File: src/rtl/gamma_sequencer.sv
// gamma_sequencer: steps the race-logic filter through gamma cycles,
// driving gamma reset, input window and time-coded select steps.
module gamma_sequencer #(
  parameter  int GAMMA_CYCLE_WIDTH = 16,
  parameter  int RST_CYCLES        = 2,
  parameter  int CNT_W             = 16,
  localparam int TW = $clog2(GAMMA_CYCLE_WIDTH + 1)
) (
  input  logic             aclk,
  input  logic             grst,
  input  logic             start,
  input  logic             cont,
  input  logic             stop,
  input  logic             cfg_valid,
  output logic             cfg_ready,
  input  logic [TW-1:0]    cfg_thr_g,
  input  logic [TW-1:0]    cfg_thr_l,
  output logic             filt_grst,
  output logic             eval_en,
  output logic             sel_greater,
  output logic             sel_lesser,
  output logic [TW-1:0]    t_now,
  output logic             cycle_start,
  output logic             cycle_done,
  output logic [CNT_W-1:0] cycle_cnt,
  output logic             busy
);

  localparam int RW = (RST_CYCLES > 1) ? $clog2(RST_CYCLES) : 1;
  localparam logic [TW-1:0] T_LAST  = TW'(GAMMA_CYCLE_WIDTH - 1);
  localparam logic [TW-1:0] THR_OFF = TW'(GAMMA_CYCLE_WIDTH);
  localparam logic [RW-1:0] R_LAST  = RW'(RST_CYCLES - 1);

  typedef enum logic [1:0] {
    IDLE = 2'd0,
    EVAL = 2'd1,
    GRST = 2'd2
  } state_t;

  state_t           state_q, state_d;
  logic [TW-1:0]    t_q, t_d;
  logic [RW-1:0]    rc_q, rc_d;
  logic             run_q, run_d;
  logic [CNT_W-1:0] cnt_q, cnt_d;
  logic [TW-1:0]    act_g_q, act_g_d;
  logic [TW-1:0]    act_l_q, act_l_d;
  logic [TW-1:0]    shd_g_q, shd_g_d;
  logic [TW-1:0]    shd_l_q, shd_l_d;
  logic             pend_q, pend_d;
  logic             done_d;
  logic             entry;
  logic             accept;
  logic             in_eval;

  // Sequencing, config handshake and next values of every output flop.
  always_comb begin
    state_d = state_q;
    t_d     = t_q;
    rc_d    = rc_q;
    run_d   = run_q;
    cnt_d   = cnt_q;
    done_d  = 1'b0;
    entry   = 1'b0;
    case (state_q)
      IDLE: begin
        if (start && !stop) begin
          state_d = EVAL;
          t_d     = '0;
          run_d   = cont;
          entry   = 1'b1;
        end
      end
      EVAL: begin
        run_d = run_q && !stop;
        if (t_q == T_LAST) begin
          done_d  = 1'b1;
          cnt_d   = cnt_q + CNT_W'(1);
          t_d     = '0;
          rc_d    = '0;
          state_d = run_d ? GRST : IDLE;
        end else begin
          t_d = t_q + TW'(1);
        end
      end
      GRST: begin
        run_d = run_q && !stop;
        if (rc_q == R_LAST) begin
          if (run_d) begin
            state_d = EVAL;
            t_d     = '0;
            entry   = 1'b1;
          end else begin
            state_d = IDLE;
          end
        end else begin
          rc_d = rc_q + RW'(1);
        end
      end
      default: state_d = IDLE;
    endcase

    // Entry promotes the old shadow; a same-edge offer only lands in shadow.
    accept  = cfg_valid && !pend_q;
    act_g_d = entry ? shd_g_q : act_g_q;
    act_l_d = entry ? shd_l_q : act_l_q;
    shd_g_d = accept ? cfg_thr_g : shd_g_q;
    shd_l_d = accept ? cfg_thr_l : shd_l_q;
    pend_d  = accept || (pend_q && !entry);
    in_eval = (state_d == EVAL);
  end

  // State, thresholds and registered outputs.
  always_ff @(posedge aclk or posedge grst) begin
    if (grst) begin
      state_q     <= IDLE;
      t_q         <= '0;
      rc_q        <= '0;
      run_q       <= 1'b0;
      cnt_q       <= '0;
      act_g_q     <= THR_OFF;
      act_l_q     <= THR_OFF;
      shd_g_q     <= THR_OFF;
      shd_l_q     <= THR_OFF;
      pend_q      <= 1'b0;
      filt_grst   <= 1'b1;
      eval_en     <= 1'b0;
      sel_greater <= 1'b0;
      sel_lesser  <= 1'b0;
      t_now       <= '0;
      cycle_start <= 1'b0;
      cycle_done  <= 1'b0;
      busy        <= 1'b0;
    end else begin
      state_q     <= state_d;
      t_q         <= t_d;
      rc_q        <= rc_d;
      run_q       <= run_d;
      cnt_q       <= cnt_d;
      act_g_q     <= act_g_d;
      act_l_q     <= act_l_d;
      shd_g_q     <= shd_g_d;
      shd_l_q     <= shd_l_d;
      pend_q      <= pend_d;
      filt_grst   <= !in_eval;
      eval_en     <= in_eval;
      sel_greater <= in_eval && (t_d >= act_g_d);
      sel_lesser  <= in_eval && (t_d >= act_l_d);
      t_now       <= in_eval ? t_d : '0;
      cycle_start <= in_eval && (t_d == '0);
      cycle_done  <= done_d;
      busy        <= (state_d != IDLE);
    end
  end

  assign cfg_ready = !pend_q;
  assign cycle_cnt = cnt_q;

endmodule

File: config.mk
export PLATFORM = sky130hd
export DESIGN_NAME = gamma_sequencer
export DESIGN_NICKNAME = d
export VERILOG_FILES = /design/src/rtl/gamma_sequencer.sv
export SDC_FILE = /design/constraint.sdc
export NUM_CORES = 1
export LEC_CHECK = 0
export ABC_AREA = 1
export CAP_MARGIN = 10
export CORE_ASPECT_RATIO = 1.2
export CORE_UTILIZATION = 48
export DETAILED_ROUTE_END_ITERATION = 8
export PLACE_DENSITY = 0.85
export SETUP_SLACK_MARGIN = 0.15
export SYNTH_ARGS = -nofsm -noshare
export SYNTH_HDL_FRONTEND = slang
export SYNTH_SLANG_ARGS = --single-unit
File: constraint.sdc
create_clock -name aclk -period 2 [get_ports aclk]
set_input_delay 0.6 -clock aclk [delete_from_list [all_inputs] [get_ports aclk]]
set_output_delay 0.6 -clock aclk [all_outputs]
set_load 0.01 [all_outputs]
==> results.sh, run 1 <==
export IMPL_routabilityCongestion=0.7736
export IMPL_clk_latency_ns=0.35
export IMPL_grt_setup_unrepaired="yes"
export IMPL_clock_path_buffers=2
export IMPL_use_met1_pct=26.42
export IMPL_synth_area_leaders="dfrtp_1 48%, ha_1 7.2%, nand2_1 7.1%"
export IMPL_layoutNonFillerInstCount=479
export IMPL_die_height_um=85.09
export IMPL_die_area_mm2=0.006061
export IMPL_synth_top_area_cell="dfrtp_1"
export IMPL_drive_above_1_share_pct=39.81
export IMPL_crit_type="reg2reg"
export IMPL_cts_clk_slew_worst_paths_ns=0.07
export IMPL_syn_to_final_growth_pct=65.29
export IMPL_synthSimpleGateAreaFrac_pct=20.48
export IMPL_status="complete, but fails checks"
export IMPL_ctsHtreeMaxLevel=3
export IMPL_crit_required_ns=2.27
export IMPL_io_pin_count=45
export IMPL_hold_violations=0
export IMPL_synthesis_nets=326
export IMPL_grt_busiest_layer="met2"
export IMPL_fin_skew_ns=0.009080
export IMPL_arrival_ns=2.50
export IMPL_dr_pass1_iters=7
export IMPL_vias=2690
export IMPL_initial_core_util_pct=51.08
export IMPL_synth_common_cells="53 x dfrtp_1, 52 x nand2_1, 43 x inv_1, 36 x nor2_1, 16 x ha_1"
export IMPL_die_w_um=71.24
export IMPL_grt_first_pass_wirelength_um=11960
export IMPL_end_kind="flop"
export IMPL_synth_compound_area_share_pct=6.887
export IMPL_first_iter_violations=142
export IMPL_synth_top_family_by_area="simple AND/OR/NAND/NOR gates"
export IMPL_use_met2_pct=47.19
export IMPL_place_ws_ns=-0.7058
export IMPL_synthAdderAreaFrac_pct=7.250
export IMPL_setup_slack_ns=-0.2349
export IMPL_synth_cell_type_count=27
export IMPL_yosysWarnings=0
export IMPL_cts_tree="built"
export IMPL_antenna_cells=0
export IMPL_nets=444
export IMPL_n_fill_cell=277
export IMPL_hp_class="reg2reg"
export IMPL_p_per_area_mw_per_mm2=1305
export IMPL_synth_top_area_share_pct=48.03
export IMPL_grt_pass1_vias=2604
export IMPL_tightest_slew_ns=0.3715
export IMPL_synth_flop_cell="dfrtp_1"
export IMPL_synth_xor_area_share_pct=4.440
export IMPL_postRouteWirelength_um=9629
export IMPL_port_buffers=44
export IMPL_slew_headroom_pct=75.06
export IMPL_synth_most_common_cell="dfrtp_1"
export IMPL_setup_viol=3
export IMPL_grt_max_degree=19
export IMPL_yosys_mux_area_fraction_pct=1.631
export IMPL_netlist_instances=294
export IMPL_synth_edff_count=0
export IMPL_grt_total_usage_pct=26.50
export IMPL_finalSetupTns_ns=-0.4732
export IMPL_seq_area_frac_synth_pct=52.79
export IMPL_dp_cells=432
export IMPL_fmax_ghz=0.4474
export IMPL_p_leak_uw=0.002272
export IMPL_clock_sinks=58
export IMPL_grt_overflow=0
export IMPL_worst_path_max_fanout=4
export IMPL_worst_setup_path_start_kind="flop"
export IMPL_detailedPlacementHpwl_um=4430
export IMPL_avgSynthCellArea_um2=9.393
export IMPL_row_count=29
export IMPL_finalCritPeriodShare_pct=111.7
export IMPL_async_flop_share_pct=100.0
export IMPL_period_minus_slack_ns=2.235
export IMPL_grt_met3_usage_pct=7.838
export IMPL_synth_ff_latch_count=58
export IMPL_cts_hold_buf=0
export IMPL_maxCapViolCount=0
export IMPL_final_antenna_net_count=0
export IMPL_core_area_mm2=0.005406
export IMPL_drv_slew=0
export IMPL_route_detailed_wl_per_inst_um=20.10
export IMPL_cts_root_buffer="clkbuf_8"
export IMPL_cts_inserted_buffers=9
export IMPL_ir_drop_mv=0.9129
export IMPL_violations="design-rule violations, negative setup slack"
export IMPL_syn_area_mm2=0.002761
export IMPL_grt_antenna_before_repair=0
export IMPL_route_detailed_drc=5
export IMPL_routed_via_density=5.616
-- metrics by stage --
stage	cell area (um^2)	util, %	hold WS (ns)	power [uW]
floorplan	2820	-	0.4510	2674
global placement	3612	66.81	0.4609	3404
detailed placement	3612	66.81	0.4648	3506
CTS	4161	76.97	0.4694	4997
global route	4564	84.42	0.4894	6226
finish	4564	84.42	0.4672	5957
-- layer usage --
metal / up-vias / wire length, um
li1: 1173 / -
met1: 1300 / 3323
met2: 160 / 5225
met3: 57 / 495
met4: 0 / 585
met5: - / 0
-- critical path: stages (launching register included) --
cell and delay (ns):
dfrtp_1 0.43, inv_2 0.09, ha_4 0.18, buf_4 0.16
nand2_4 0.09, nand3_4 0.10, nand2_1 0.13, nand2_2 0.12
ha_1 0.35, nand4_1 0.15, o221ai_2 0.18, nor2_1 0.07
nor2_1 0.10
-- cells by family after synthesis --
family,count (synthesis)
mux,4
fa+ha+maj,16
compound gates,35
simple gates,121
xor+xnor,14
buf+inv,46
flops,58
-- registers in the layout, indices dropped and copies added, names as in the netlist, 2 cells and up --
name       count
t_now          5
t_q            5
act_l_q        5
act_g_q        5
state_q        2
shd_g_q        5
cycle_cnt     16
shd_l_q        5
-- where the power goes --
group          switching, uW  internal (uW)
sequential               242           1550
combinational           1550           1480
clock                    462            676
total                   2250           3700
-- area by class of cell --
class	instances	area, um^2	area share, %
clock buffers	14	172.7	3.783
clock inverters	2	35.03	0.7675
inverters	43	186.4	4.084
multi-input cells	191	1570	34.40
flip-flops and latches	58	1463	32.04
well taps	62	77.57	1.700
repair buffers	109	1060	23.22
-- timing repair --
action,in CTS,in global routing
setup endpoints to repair,30,24
cloned,3,0
pin swaps,9,28
gates resized for setup,58,67
setup buffers,17,11
-- cell usage in the layout (no fill, tap or decap), drive strengths merged, types with 12 or more instances in the layout --
cell,netlist,final
clkdlybuf4s50,0,22
o21ai,16,16
ha,16,16
inv,43,42
nor2,43,43
nand3,13,13
a21oi,15,15
clkbuf,1,14
nand2,54,55
dfrtp,53,53
buf,2,66
dlygate4sd2,0,12
-- final timing paths --
path                                           start                   endpoint  slack [ns]  cells after the start
max reg2reg                     state_q[1]$_DFF_PP0_       sel_lesser$_DFF_PP0_       -0.23                     12
min in group asynchronous                       grst      sel_greater$_DFF_PP0_        0.58                      2
min reg2reg                cycle_cnt[15]$_DFFE_PP0P_  cycle_cnt[15]$_DFFE_PP0P_        0.47                      1
max                             state_q[1]$_DFF_PP0_       sel_lesser$_DFF_PP0_       -0.23                     12
max in group asynchronous                       grst        filt_grst$_DFF_PP1_        0.94                      3
min                        cycle_cnt[15]$_DFFE_PP0P_  cycle_cnt[15]$_DFFE_PP0P_        0.47                      1
(Power assumes the default switching activity.)
==> inputs of run 2 (changes only) <==
--- a/config.mk
+++ b/config.mk
@@ -7,11 +7,14 @@
 export LEC_CHECK = 0
 export ABC_AREA = 1
 export CAP_MARGIN = 10
+export CELL_PAD_IN_SITES_DETAIL_PLACEMENT = 1
+export CELL_PAD_IN_SITES_GLOBAL_PLACEMENT = 1
 export CORE_ASPECT_RATIO = 1.2
-export CORE_UTILIZATION = 48
+export CORE_UTILIZATION = 36
 export DETAILED_ROUTE_END_ITERATION = 8
-export PLACE_DENSITY = 0.85
+export PLACE_DENSITY = 0.83
 export SETUP_SLACK_MARGIN = 0.15
+export SKIP_LAST_GASP = 1
 export SYNTH_ARGS = -nofsm -noshare
 export SYNTH_HDL_FRONTEND = slang
 export SYNTH_SLANG_ARGS = --single-unit
==> run 2 against run 1 <==
The flow finishes with violations (negative setup slack). Total power decreased by 11%. Sequential power decreased by 3%. Critical path depth unchanged. Die area increased by 32%. Register-to-register slack improved by 0.03 ns. Utilization decreased by 26 points. Final area decreased by 6.1%. Critical path type unchanged.
==> results.sh, run 2 (synthesis gave the netlist of run 1 again) <==
export IMPL_fin_area_mm2=0.004284
export IMPL_crit_type="reg2reg"
export IMPL_tightest_slew_ns=0.3218
export IMPL_p_sw_uw=1982
export IMPL_core_area_mm2=0.007317
export IMPL_vias=2471
export IMPL_route_detailed_wl_per_inst_um=16.95
export IMPL_cts_tree="built"
export IMPL_worst_setup_path_start_kind="flop"
export IMPL_finalSetupTns_ns=-0.4058
export IMPL_grt_first_pass_wirelength_um=13300
export IMPL_initial_core_util_pct=37.74
export IMPL_period_minus_slack_ns=2.207
export IMPL_cts_root_buffer="clkbuf_8"
export IMPL_hp_class="reg2reg"
export IMPL_violations="negative setup slack"
export IMPL_final_cell_mix="50 x nand2_1, 48 x dfrtp_1, 46 x buf_4"
export IMPL_postRouteWirelength_um=8388
export IMPL_cts_hold_buf=0
export IMPL_place_area_mm2=0.003635
export IMPL_p_int_uw=3344
export IMPL_final_common_cell="nand2_1"
export IMPL_p_per_area_mw_per_mm2=1243
export IMPL_clk_latency_ns=0.35
export IMPL_slowest_stage="dfrtp_2"
export IMPL_max_stage_delay_ns=0.46
export IMPL_hold_ws_ns=0.4792
export IMPL_clock_sinks=58
export IMPL_setup_viol=2
export IMPL_ctsHtreeMaxLevel=3
export IMPL_end_kind="flop"
export IMPL_routabilityCongestion=0.7766
export IMPL_hold_violations=0
export IMPL_dr_pass1_iters=4
export IMPL_route_detailed_drc=0
export IMPL_fin_util_pct=58.55
export IMPL_grt_total_usage_pct=22.70
export IMPL_drive_above_1_share_pct=33.58
export IMPL_status="complete, but fails checks"
export IMPL_clock_path_buffers=2
export IMPL_largest_reg_flops=16
export IMPL_nets=432
export IMPL_cts_inserted_buffers=9
export IMPL_row_count=34
export IMPL_syn_to_final_growth_pct=55.14
export IMPL_fmax_ghz=0.4531
export IMPL_fin_skew_ns=0.008358
export IMPL_path_cells="inv_4, ha_4, nand3_4, o21ai_4, buf_12, buf_16, o21ai_2, ha_4, a21oi_1, o221ai_2, nor2_1, nor2_1"
export IMPL_grt_antenna_before_repair=0
export IMPL_pwr_share_comb_pct=47.0
export IMPL_place_ws_ns=-0.7310
export IMPL_die_area_mm2=0.008026
export IMPL_grt_max_degree=59
export IMPL_first_iter_violations=121
export IMPL_finalCritPeriodShare_pct=110.3
export IMPL_arrival_ns=2.44
export IMPL_grt_overflow=0
export IMPL_p_sw_share_pct=37.22
export IMPL_die_w_um=81.95
export IMPL_cts_clk_slew_worst_paths_ns=0.07
export IMPL_io_pin_count=45
export IMPL_detailedPlacementHpwl_um=4870
export IMPL_drv_slew=0
export IMPL_die_height_um=97.94
export IMPL_clock_power_share_pct=20.5
export IMPL_slew_headroom_pct=78.55
export IMPL_ir_drop_mv=0.8385
export IMPL_maxCapViolCount=0
export IMPL_setup_slack_ns=-0.2070
export IMPL_grt_setup_unrepaired="yes"
export IMPL_crit_required_ns=2.24
export IMPL_power_frac_seq_pct=32.5
export IMPL_p_leak_uw=0.002204
export IMPL_routed_via_density=4.992
export IMPL_port_buffers=44
export IMPL_grt_pass1_vias=2725
export IMPL_final_antenna_net_count=0
export IMPL_worst_path_max_fanout=10
export IMPL_antenna_cells=0
-- run 2: cell types whose count changed in the layout (fill, tap and decap cells not counted), moves of 4 or more --
cell | previous run | this run
o21ai_4 | 7 | 3
buf_6 | 5 | 1
buf_4 | 52 | 46
nor2_1 | 29 | 33
nand2_1 | 44 | 50
ha_4 | 13 | 8
-- run 2: critical path: cells and delay by family (launching register included) --
kind                       cells  cell delay [ns]
AOI/OAI and AO/OA              4             0.60
DFF                            1             0.46
adders and majority gates      2             0.42
buffers and inverters          3             0.35
and+or+nand+nor                3             0.26
-- run 2: layout make-up --
| type | count | area [um^2] |
|---|---|---|
| clock buffers | 9 | 123.9 |
| clock inverters | 7 | 68.82 |
| fillers | 807 | 3033 |
| inverters | 43 | 186.4 |
| multi-input cells | 191 | 1384 |
| flip-flops and latches | 58 | 1464 |
| well taps | 90 | 112.6 |
| repair buffers | 97 | 944.7 |
-- run 2: repair_timing --
action	4_1_cts	5_1_grt
pin swaps	21	13
gates resized for setup	52	31
setup endpoints to repair	28	25
setup buffers	13	3
gates cloned	3	0
-- run 2: metrics by stage --
stage          instances  total power [uW]
4_1_cts              492              5047
3_5_place_dp         460              3578
3_3_place_gp         460              3471
2_1_floorplan        294              2674
5_1_grt              495              5632
6_report             495              5326
-- run 2: power by group through the flow --
stage | registers, uW | logic (uW) | clock network [uW]
after floorplan | 1720 | 957 | 0
after detailed placement | 1730 | 1850 | 0
final | 1730 | 2500 | 1090
after global routing | 1760 | 2710 | 1160
after CTS | 1720 | 2220 | 1100
after global placement | 1710 | 1760 | 0
-- run 2: worst paths after layout --
check | start | end | slack, ns | cells past startpoint
max | state_q[1]$_DFF_PP0_ | sel_lesser$_DFF_PP0_ | -0.21 | 12
min | shd_g_q[4]$_DFFE_PP1P_ | shd_g_q[4]$_DFFE_PP1P_ | 0.48 | 2
max reg2reg | state_q[1]$_DFF_PP0_ | sel_lesser$_DFF_PP0_ | -0.21 | 12
min reg2reg | shd_g_q[4]$_DFFE_PP1P_ | shd_g_q[4]$_DFFE_PP1P_ | 0.48 | 2
max in group asynchronous | grst | shd_l_q[4]$_DFFE_PP1P_ | 1.01 | 3
min in group asynchronous | grst | busy$_DFF_PP0_ | 0.68 | 3
-- run 2: layer usage --
metal  global-route usage, %  vias to the layer above  wire length, um
li1                        -                     1149                -
met3                   5.421                       31              274
met1                   23.79                     1222             3165
met5                       0                        -                0
met2                   39.86                       69             4571
met4                   13.36                        0              377
==> edit: new RTL, flow settings as in run 2 <==
`t_q` no longer has a reset.
--- a/src/rtl/gamma_sequencer.sv
+++ b/src/rtl/gamma_sequencer.sv
@@ -115,3 +115,2 @@
       state_q     <= IDLE;
-      t_q         <= '0;
       rc_q        <= '0;
@@ -134,3 +133,2 @@
       state_q     <= state_d;
-      t_q         <= t_d;
       rc_q        <= rc_d;
@@ -154,2 +152,6 @@
 
+  always_ff @(posedge aclk) begin
+    t_q <= t_d;
+  end
+
   assign cfg_ready = !pend_q;
Check against the original RTL: no difference found for any inputs over 10 cycles, from zero or initial values and one cycle with grst high; that may be too few to reach the edited logic, so the function may still have changed.
==> edit against run 2 <==
- the run still ends with negative setup slack left
- sequential cell count did not move
- routed wire length rose by 23%
- synthesized cell count did not move
- final area rose by 1.1%
- total power rose by 5.6%
- combinational power rose by 10%
- worst setup slack got worse by 0.13 ns
- area after synthesis fell by 0.91%
- largest power group unchanged
==> edit: results (changes against run 2) <==
| Metric | Value |
|---|---|
| Routed WL | 10.4 mm (+23%) |
| Final setup skew | 0.0135 ns (+0.00519 ns) |
| Number of global-route vias before repair | 2928 (+7.4%) |
| Global-route wire length before repair | 14.4 mm (+8.6%) |
| ANT cells | 0 (unchanged) |
| Nets | 431 (-0.23%) |
| DR vias/cell | 5.15 (+3.2%) |
| Clock Tree Buf Depth | 2 (unchanged) |
| Final HPWL DP | 5.21 mm (+7.1%) |
| DR pass1 iterations | 4 (unchanged) |
| Synth Flop Type | dfrtp_1 |
| Asr flop ratio synth | 91.4% (-8.6 points) |
| Yosys cell types | 28 (+3.7%) |
| Post-Syn Nets | 326 (unchanged) |
| Largest net degree at the start of global routing | 26 (-56%) |
| Min-delay worst type | register to register |
| Synth area leaders | dfrtp_1, ha_1, nand2_1 |
| Post-route setup slack | -0.340 ns (-0.133 ns) |
| CP arrival | 2.62 ns (+0.18 ns) |
| Count of final setup violators | 8 (+6) |
| Syn Area/Cell | 9.31 µm² (-0.91%) |
| Worst-path clk slew | 0.08 ns |
| Synth Warn # | 0 (unchanged) |
| Max reg flops | 16 (unchanged) |
| Via Count | 2545 (+3.0%) |
| GRT Util Overall | 25.0% (+2.3 points) |
| Synth cell count leaders | nand2_1, dfrtp_1, inv_1, nor2_1, ha_1 |
| Slew @ Worst Pin | 0.426 ns (+0.104 ns) |
| Worst-skew pair later-pin latency | 0.37 ns (+0.02 ns) |
| Initial antenna violation count | 0 (unchanged) |
| Routability-driven placement congestion ratio | 0.790 (+1.8%) |
| Register area share after synthesis | 52.4% (-0.43 points) |
| Slowest cell on crit path | dfrtp_2 |
| Max VDD drop | 0.656 mV (-22%) |
| Root buffer cell | clkbuf_8 |
| Port Buffers | 44 (unchanged) |
| Failing checks | negative setup slack |
| CP max FO | 4 (-6) |
| H-tree depth | 3 (unchanged) |
| Pre-CTS WS | -0.786 ns (-0.0552 ns) |
| Status | finished with violations |
| Layout cells sized above 1 | 35.1% (+1.6 points) |
| Placed Cells | 456 (-0.87%) |
| Total CTS buffers | 9 (unchanged) |
| Slowest stage delay, CP | 0.45 ns |
| Fillers | 797 (-1.2%) |
| Pleak | 2.13 nW (-3.2%) |
| Initial DRC count | 90 (-26%) |
==> edit: changes by cell type after synthesis <==
cell and change:
dfrtp_1 -5, dfxtp_1 +5
==> edit: path summary, 6_finish.rpt <==
path	endpoint	from	cells past startpoint	slack, ns
worst max-delay path	sel_greater	state_q[1]	11	-0.34
min in group asynchronous	cycle_cnt[14]	grst	2	0.59
max in group asynchronous	shd_g_q[4]	grst	3	0.87
worst min register to register	shd_l_q[4]	shd_l_q[4]	2	0.50
worst min-delay path	shd_l_q[4]	shd_l_q[4]	2	0.50
worst max register to register	sel_greater	state_q[1]	11	-0.34
==> edit: area by class of cell <==
type | count | area (µm²) | share of cell area [%]
Tap cell | 90 | 113 | 2.60
Timing Repair Buffer | 96 | 956 | 22.1
Inverter | 43 | 184 | 4.25
Multi-Input combinational cell | 191 | 1450 | 33.5
Clock inverter | 5 | 55.1 | 1.27
Sequential cell | 58 | 1440 | 33.3
Clock buffer | 11 | 131 | 3.03
==> edit: per-layer routing <==
metal  share of wire [%]  track usage (%)  up-vias
met4                 5.2             12.7        0
li1                    -                -     1144
met1                  37             25.1     1283
met2                  54             46.2       77
met3                 3.1             5.54       41
met5                   0                0        -
==> edit: logic make-up (layout without fill, tap and decap cells) <==
family | Yosys count | after routing | synth area share (%)
and+or+nand+nor | 121 | 122 | 20.7
DFF | 58 | 58 | 52.4
buffers and inverters | 46 | 155 | 6.58
AOI/OAI and AO/OA | 35 | 35 | 6.95
adders and majority gates | 16 | 16 | 7.32
xor gates and xnor gates | 14 | 14 | 4.48
muxes | 4 | 4 | 1.65
==> edit: power by group <==
part,switching (mW),internal (mW),total (mW)
clock,0.539,0.572,1.11
sequential,0.227,1.54,1.77
combinational,1.45,1.30,2.75
total,2.22,3.41,5.63
==> edit: stage by stage <==
step / hold WS (ns) / instance area, µm² / TNS, ns
final: 0.502 / 4330 / -0.798
after global routing: 0.518 / 4330 / -1.27
after CTS: 0.488 / 4100 / -0.373
after detailed placement: 0.479 / 3580 / -5.96
after global placement: 0.469 / 3580 / -4.95
after floorplan: 0.451 / 2800 / -0.0601
==> edit: repair_timing <==
item | CTS | global route
buffers inserted | 11 | 7
pin swaps | 23 | 13
resized for setup | 59 | 37
cloned | 3 | 1
setup endpoints to repair | 31 | 21
hold buffers | 0 | 0
==> edit: critical path: cells and delay by family (launching register included) <==
| kind | cells | cell delay, ns |
|---|---|---|
| adders and majority gates | 2 | 0.59 |
| and+or+nand+nor | 5 | 0.59 |
| AOI/OAI and AO/OA | 2 | 0.34 |
| DFF | 1 | 0.45 |
| buffers and inverters | 2 | 0.30 |
